===== src/rtl/sc_phase_ctrl.sv =====
// Two-phase non-overlapping clock controller: bias enable, settling wait, then phi1/phi1e/phi2 with dead time.
// Latency: bias_en one cycle after en is sampled; phi1 SETTLE_CYC cycles later; all outputs registered.
// Backpressure: none; en is a level run request and a started period always runs through DEAD21.
module sc_phase_ctrl #(
   parameter int SETTLE_CYC = 64,
   parameter int CNT_W      = 8
) (
   input  logic             clk,
   input  logic             rst,
   input  logic             en,
   input  logic [CNT_W-1:0] cfg_ph_len,
   input  logic [3:0]       cfg_dead,
   input  logic [3:0]       cfg_early,
   output logic             bias_en,
   output logic             phi1,
   output logic             phi1e,
   output logic             phi2,
   output logic             ready,
   output logic             sample_stb,
   output logic [15:0]      period_cnt
);

   // Down-counter must hold SETTLE_CYC-1, L-1 and D-1.
   localparam int SW  = $clog2(SETTLE_CYC + 1);
   localparam int TW0 = (CNT_W > 4) ? CNT_W : 4;
   localparam int TW  = (SW > TW0) ? SW : TW0;

   localparam logic [2:0] IDLE   = 3'd0;
   localparam logic [2:0] SETTLE = 3'd1;
   localparam logic [2:0] PHI1   = 3'd2;
   localparam logic [2:0] DEAD12 = 3'd3;
   localparam logic [2:0] PHI2   = 3'd4;
   localparam logic [2:0] DEAD21 = 3'd5;

   localparam logic [CNT_W-1:0] L_ONE     = CNT_W'(1);
   localparam logic [TW-1:0]    T_ONE     = TW'(1);
   localparam logic [TW-1:0]    SETTLE_LD = TW'(SETTLE_CYC - 1);

   logic [2:0]       state, nstate;
   logic [TW-1:0]    cnt, cnt_nxt;
   logic [CNT_W-1:0] len_q, len_nxt, len_in;
   logic [3:0]       dead_q, dead_nxt, dead_in;
   logic [CNT_W-1:0] early_q, early_nxt, early_in, early_ext;
   logic             enter_phi1;
   logic             stb_nxt;

   // Clamp the live config: L >= 1, D >= 1, E <= L-1 so phi1e is high for at least one cycle.
   always_comb begin
      len_in    = (cfg_ph_len == '0) ? L_ONE : cfg_ph_len;
      dead_in   = (cfg_dead == 4'd0) ? 4'd1 : cfg_dead;
      early_ext = CNT_W'(cfg_early);
      early_in  = (early_ext > (len_in - L_ONE)) ? (len_in - L_ONE) : early_ext;
   end

   // Next state and phase counter; config is captured only when a period starts.
   always_comb begin
      nstate     = state;
      cnt_nxt    = cnt;
      len_nxt    = len_q;
      dead_nxt   = dead_q;
      early_nxt  = early_q;
      enter_phi1 = 1'b0;
      case (state)
         IDLE: begin
            if (en) begin
               nstate  = SETTLE;
               cnt_nxt = SETTLE_LD;
            end
         end
         SETTLE: begin
            if (!en) begin
               nstate  = IDLE;
               cnt_nxt = '0;
            end else if (cnt == '0) begin
               enter_phi1 = 1'b1;
            end else begin
               cnt_nxt = cnt - T_ONE;
            end
         end
         PHI1: begin
            if (cnt == '0) begin
               nstate  = DEAD12;
               cnt_nxt = TW'(dead_q - 4'd1);
            end else begin
               cnt_nxt = cnt - T_ONE;
            end
         end
         DEAD12: begin
            if (cnt == '0) begin
               nstate  = PHI2;
               cnt_nxt = TW'(len_q - L_ONE);
            end else begin
               cnt_nxt = cnt - T_ONE;
            end
         end
         PHI2: begin
            if (cnt == '0) begin
               nstate  = DEAD21;
               cnt_nxt = TW'(dead_q - 4'd1);
            end else begin
               cnt_nxt = cnt - T_ONE;
            end
         end
         DEAD21: begin
            if (cnt == '0) begin
               if (en) begin
                  enter_phi1 = 1'b1;
               end else begin
                  nstate  = IDLE;
                  cnt_nxt = '0;
               end
            end else begin
               cnt_nxt = cnt - T_ONE;
            end
         end
         default: begin
            nstate  = IDLE;
            cnt_nxt = '0;
         end
      endcase
      if (enter_phi1) begin
         nstate    = PHI1;
         len_nxt   = len_in;
         dead_nxt  = dead_in;
         early_nxt = early_in;
         cnt_nxt   = TW'(len_in - L_ONE);
      end
      stb_nxt = (nstate == DEAD21) && (state != DEAD21);
   end

   // State, latched config and outputs decoded from next state so every output is a clean flop.
   always_ff @(posedge clk) begin
      if (rst) begin
         state      <= IDLE;
         cnt        <= '0;
         len_q      <= L_ONE;
         dead_q     <= 4'd1;
         early_q    <= '0;
         bias_en    <= 1'b0;
         phi1       <= 1'b0;
         phi1e      <= 1'b0;
         phi2       <= 1'b0;
         ready      <= 1'b0;
         sample_stb <= 1'b0;
         period_cnt <= 16'd0;
      end else begin
         state      <= nstate;
         cnt        <= cnt_nxt;
         len_q      <= len_nxt;
         dead_q     <= dead_nxt;
         early_q    <= early_nxt;
         bias_en    <= (nstate != IDLE);
         phi1       <= (nstate == PHI1);
         // Counter runs L-1..0 in PHI1, so cnt >= E covers exactly the first L-E cycles.
         phi1e      <= (nstate == PHI1) && (cnt_nxt >= TW'(early_nxt));
         phi2       <= (nstate == PHI2);
         ready      <= (nstate == PHI1) || (nstate == DEAD12) ||
                       (nstate == PHI2) || (nstate == DEAD21);
         sample_stb <= stb_nxt;
         if (stb_nxt) begin
            period_cnt <= period_cnt + 16'd1;
         end
      end
   end

endmodule


===== config.mk =====
export PLATFORM = sky130hd
export DESIGN_NAME = sc_phase_ctrl
export DESIGN_NICKNAME = d
export VERILOG_FILES = /design/src/rtl/sc_phase_ctrl.sv
export SDC_FILE = /design/constraint.sdc
export NUM_CORES = 1
export LEC_CHECK = 0
export CORE_MARGIN = 3
export CORE_UTILIZATION = 49
export DETAILED_ROUTE_END_ITERATION = 12
export PLACE_DENSITY = 0.72
export SETUP_SLACK_MARGIN = 0.3
export SLEW_MARGIN = 20
export SYNTH_ARGS = -nofsm -noshare
export SYNTH_HDL_FRONTEND = slang
export SYNTH_SLANG_ARGS = --single-unit

===== constraint.sdc =====
create_clock -name clk -period 5.7 [get_ports clk]
set_input_delay 1.425 -clock clk [delete_from_list [all_inputs] [get_ports clk]]
set_output_delay 1.425 -clock clk [all_outputs]
set_load 0.02 [all_outputs]

**Word-level counts from Yosys, hierarchy flattened**

Cells that the tools add are included.

- Add/subtract/negate cells: 5
- Magnitude comparators: 2
- Eq/ne operators: 10
- Mux-type cells: 26
- Reductions and logical operators: 11

Operators with widths:

| operator | count |
|---|---|
| 2-to-1 mux 8 bit | 11 |
| one-hot mux 8 bit (5 select lines) | 1 |
| subtractor 8 x 1 -> 8 bit, second input constant | 3 |
| 2-to-1 mux 3 bit | 7 |
| one-hot mux 3 bit (6 select lines) | 1 |
| adder 16 x 1 -> 16 bit, second input constant | 1 |
| zero test 8 bit | 2 |
| equality test 3 x 2 -> 1 bit, second input constant | 4 |
| equality test 3 bit, second input constant | 4 |
| >= comparator 8 bit | 1 |
| > comparator 4 x 8 -> 1 bit | 1 |
| subtractor 4 x 1 -> 5 bit, second input constant | 1 |
| zero test 4 bit | 1 |
| 2-to-1 mux 1 bit | 4 |
| 2-to-1 mux 4 bit | 1 |
| equality test 3 x 1 -> 1 bit, second input constant | 1 |
| zero test 3 bit | 1 |
| logical OR 1 bit | 3 |
| inequality test 3 bit, second input constant | 1 |
| nonzero test 3 bit | 1 |
| logical AND 1 bit | 2 |
| one-hot mux 1 bit (2 select lines) | 1 |
| OR reduction 2 bit | 1 |

- Bits in registers: 53
- Input port bits: 19
- Output and inout bits: 22

**Longest topological paths before layout**

- Word-level depth: 9
- Depth in mapped cells: 16
- Depth with buffers taken out: 15

**Worst setup path before layout**

No wires, ideal clock.

- Kind: in2reg
- Start: in cfg_ph_len[2]
- End: reg phi1e
- Arrival time: 4.434 ns
- Setup slack: 1.145 ns
- Stages: 16
- Path buffers: 1
- Cell sequence: nor4_1 > a21oi_1 > ha_1 > xnor2_1 > ha_1 > nand4_1 > and4_1 > buf_6 > and3_1 > a211oi_1 > ha_1 > nand2b_1 > a21oi_1 > o21ai_0 > a41oi_1 > a21oi_1

- Word-level cells in the longest chain between the ends: 8
- Elaborated cells on any way between the ends: 9
- Those cells by class: 1 x add/sub; 2 x order compare; 4 x mux; 2 x reduce/logical

RTL lines:

| item | RTL line | source |
|---|---|---|
| from (decl) | 11 | `input logic [CNT_W-1:0] cfg_ph_len,` |
| zero test 8 bit | 49 | `len_in = (cfg_ph_len == '0) ? L_ONE : cfg_ph_len;` |
| 2-to-1 mux 8 bit * | 49 |  |
| subtractor 8 x 1 -> 8 bit * | 52 | `early_in = (early_ext > (len_in - L_ONE)) ? (len_in - L_ONE) : early_ext;` |
| > comparator 4 x 8 -> 1 bit | 52 |  |
| 2-to-1 mux 8 bit * | 52 |  |
| 2-to-1 mux 8 bit * | 121 | `if (enter_phi1) begin` |
| named net early_nxt[0] | 43 | `logic [CNT_W-1:0] early_q, early_nxt, early_in, early_ext;` |
| >= comparator 8 bit * | 155 | `phi1e <= (nstate == PHI1) && (cnt_nxt >= TW'(early_nxt));` |
| logical AND 1 bit * | 155 |  |
| to (signal assigned) | 155 |  |
| to (decl) | 16 | `output logic phi1e,` |

Mark *: on every way through the listed nets, which the timed path passes. The rest lies on a longest branch.
A chain may end at the register's enable or synchronous reset.

**Final worst setup path**

Ends and elaborated chain as after synthesis.

==> flow_metrics.tcl <==
set metrics [dict create \
    first_pass_iters 4 \
    clock-sinks 53 \
    clk_path_buf_depth 2 \
    crit_chain "clkdlybuf4s50_1 > nor4_1 > a21oi_1 > ha_1 > xnor2_1 > ha_1 > nand4_1 > and4_1 > a311oi_1 > a211oi_1 > ha_1 > nand2b_1 > a21oi_1 > o21ai_0 > a41oi_1 > a21oi_1" \
    drc 0 \
    core_area_um2 6420 \
    crit_arrival_ns 5.18 \
    postRouteAntennaNets 0 \
    synth_ff_type "dfxtp_1" \
    vdd_drop_max_uv 116 \
    synthesis.nets 451 \
    vias_per_cell 5.93 \
    synth_top_area_share_pct 32.3 \
    end_kind "flop" \
    tightest_slew_ns 0.942 \
    run_status "completed" \
    power_leakage_nw 1.32 \
    worst_clock_skew_ns 0.00878 \
    die_w_um 87.8 \
    cap_violations 0 \
    yosys-top-cells-area "dfxtp_1, ha_1, nand2_1" \
    power_density_nw_per_um2 219 \
    seqPwrFrac_pct 47.8 \
    finalSetupViolCount 0 \
    fp-row-count 29 \
    clockRootBuffer "clkbuf_8" \
    required_ns 5.91 \
    async_flop_share_pct 0 \
    combPwrFrac_pct 21.1 \
    ctsHoldBuffers 0 \
    grt_pass1_wl_mm 13.0 \
    io_buffers 40 \
    synth_seq_area_share_pct 32.3 \
    hold_path.class "reg2reg" \
    avgSynthCellArea_um2 7.91 \
    gp_congestion 0.951 \
    ys_types 65 \
    wirelength_mm 7.85 \
    layout_min_cycle_time_ns 4.97 \
    slew_violations 0 \
    clk_latency_ns 0.31 \
    p_sw_share_pct 29.2 \
    first_global_vias 2777 \
    nets 478 \
    drt_iter0_drc 225 \
    cts_max_level 2 \
    synth.most_common_cell "dfxtp_1" \
    die_area_um2 7720 \
    relSlewSlack_pct 36.7 \
    cpPeakStageDelay_ns 0.52 \
    cts_setup_buffers 0 \
    p_clk_share_pct 31.1 \
    finalSetupTns_ns 0 \
    path_clk_slew_ns 0.10 \
    synth_top_cell_by_area "dfxtp_1" \
    synth_common_cells "dfxtp_1, nand2_1, nor2_1" \
    start_kind "input pin" \
    cts_resized 0 \
    p_int_mw 0.588 \
    syn_to_final_growth_pct 15.7 \
    cts_tree "yes" \
    ys_seq_elements 53 \
    switchingPower_mw 0.243 \
    period_share_pct 87.1 \
    synth_edf_count 0 \
    fin_hold_ws_ns 0.460 \
    dpl.hpwl_mm 5.73 \
    crit_type "in2reg" \
    hold_violations 0 \
    cts_buffers 5 \
    n_antenna_cell 0 \
    io_pins 41 \
    grt_max_degree 55 \
    ys.warnings.count 0 \
    drive_above_1_share_pct 6.32 \
    syn-cell-area_um2 3280 \
    antenna_found_initial 0 \
    crit_path_max_fanout 9 \
    die_y_um 87.8 \
    initial_core_util_pct 51.1 \
    syn_inst 415 \
    via_count 3085 \
    gr-total-overflow 0 \
    critPathSlowestCell "clkdlybuf4s50_1" \
    finalPower_mw 0.831 \
    grt_usage_pct 21.3 \
    rsz0062_at_grt "false" \
    fmax_mhz 201 \
    wl_per_cell_um 15.1 \
]
-- worst paths after layout --
| path | start | end | slack, ns | cells after the start |
|---|---|---|---|---|
| worst min register to register | early_q[5]$_SDFF_PP0_ | early_q[5]$_SDFF_PP0_ | 0.46 | 2 |
| worst max register to register | cnt[0]$_SDFF_PP0_ | phi1e$_SDFF_PP0_ | 2.10 | 12 |
| worst min-delay path | early_q[5]$_SDFF_PP0_ | early_q[5]$_SDFF_PP0_ | 0.46 | 2 |
| worst max-delay path | cfg_ph_len[2] | phi1e$_SDFF_PP0_ | 0.73 | 16 |
-- layout by cell type (no fill, tap or decap), types with 4 or more instances in the layout --
master	n
and3_1	4
o21a_1	4
clkdlybuf4s50_1	39
nor3_1	11
a21oi_1	33
a31oi_1	4
nor2_1	41
nand4_1	10
inv_1	17
nand2b_1	5
nor2b_1	4
nand3_1	11
clkbuf_8	5
a22oi_1	4
ha_1	17
o211ai_1	5
nor4_1	5
dfxtp_1	53
o21ai_0	17
xnor2_1	15
xor2_1	8
or3_1	5
and4_1	4
o31ai_1	4
a211oi_1	4
nand2_1	47
-- final cells by class --
type	count	area, um^2
Tap cell	77	96.3
Inverter	17	63.8
Fill cell	594	2620
Multi-Input combinational cell	322	2050
Timing Repair Buffer	43	418
Clock inverter	2	38.8
Sequential cell	53	1060
Clock buffer	6	72.6
-- state kept, by name, indices dropped and copies added (netlist names) --
| signal | cells |
|---|---|
| period_cnt | 16 |
| cnt | 8 |
| early_q | 8 |
| len_q | 8 |
| dead_q | 4 |
| state | 3 |
| bias_en | 1 |
| phi1 | 1 |
| phi1e | 1 |
| phi2 | 1 |
| ready | 1 |
| sample_stb | 1 |
-- cell families after synthesis --
family | Yosys count | share of synthesized area [%]
AO/OA/AOI/OAI | 106 | 21.1
XOR/XNOR | 23 | 6.14
adder cells (fa/ha/maj) | 17 | 6.48
buffers and inverters | 40 | 5.26
flip-flops | 53 | 32.3
multiplexers | 1 | 0.305
AND/OR/NAND/NOR | 175 | 28.4
-- through the flow --
step	setup WS [ns]	utilization (%)	cells	area, um^2
after floorplan	1.15	-	415	3280
after global placement	0.547	57.4	512	3690
after detailed placement	0.414	57.4	512	3690
after CTS	0.746	59.1	520	3800
after global routing	0.375	59.1	520	3800
final	0.734	59.1	520	3800
-- routing by layer --
layer	global-route usage [%]	vias up	wire length, um
met5	0	-	0
met4	7.39	0	130
met3	3.67	13	435
met2	34.1	85	3690
met1	28.9	1418	3600
li1	-	1569	-
-- critical path: cells and delay by family --
| kind | cells | cell delay [ns] |
|---|---|---|
| buffers and inverters | 1 | 0.52 |
| AND/OR/NAND/NOR | 4 | 0.96 |
| adder cells (fa/ha/maj) | 3 | 0.86 |
| AO/OA/AOI/OAI | 7 | 1.07 |
| XOR/XNOR | 1 | 0.32 |
-- power groups by stage --
| stage | combinational, mW | clock [mW] | sequential (mW) |
|---|---|---|---|
| floorplan | 0.129 | 0 | 0.398 |
| global placement | 0.169 | 0 | 0.405 |
| detailed placement | 0.172 | 0 | 0.406 |
| CTS | 0.174 | 0.263 | 0.397 |
| global route | 0.198 | 0.278 | 0.400 |
| finish | 0.175 | 0.258 | 0.398 |
(Power assumes the default switching activity.)
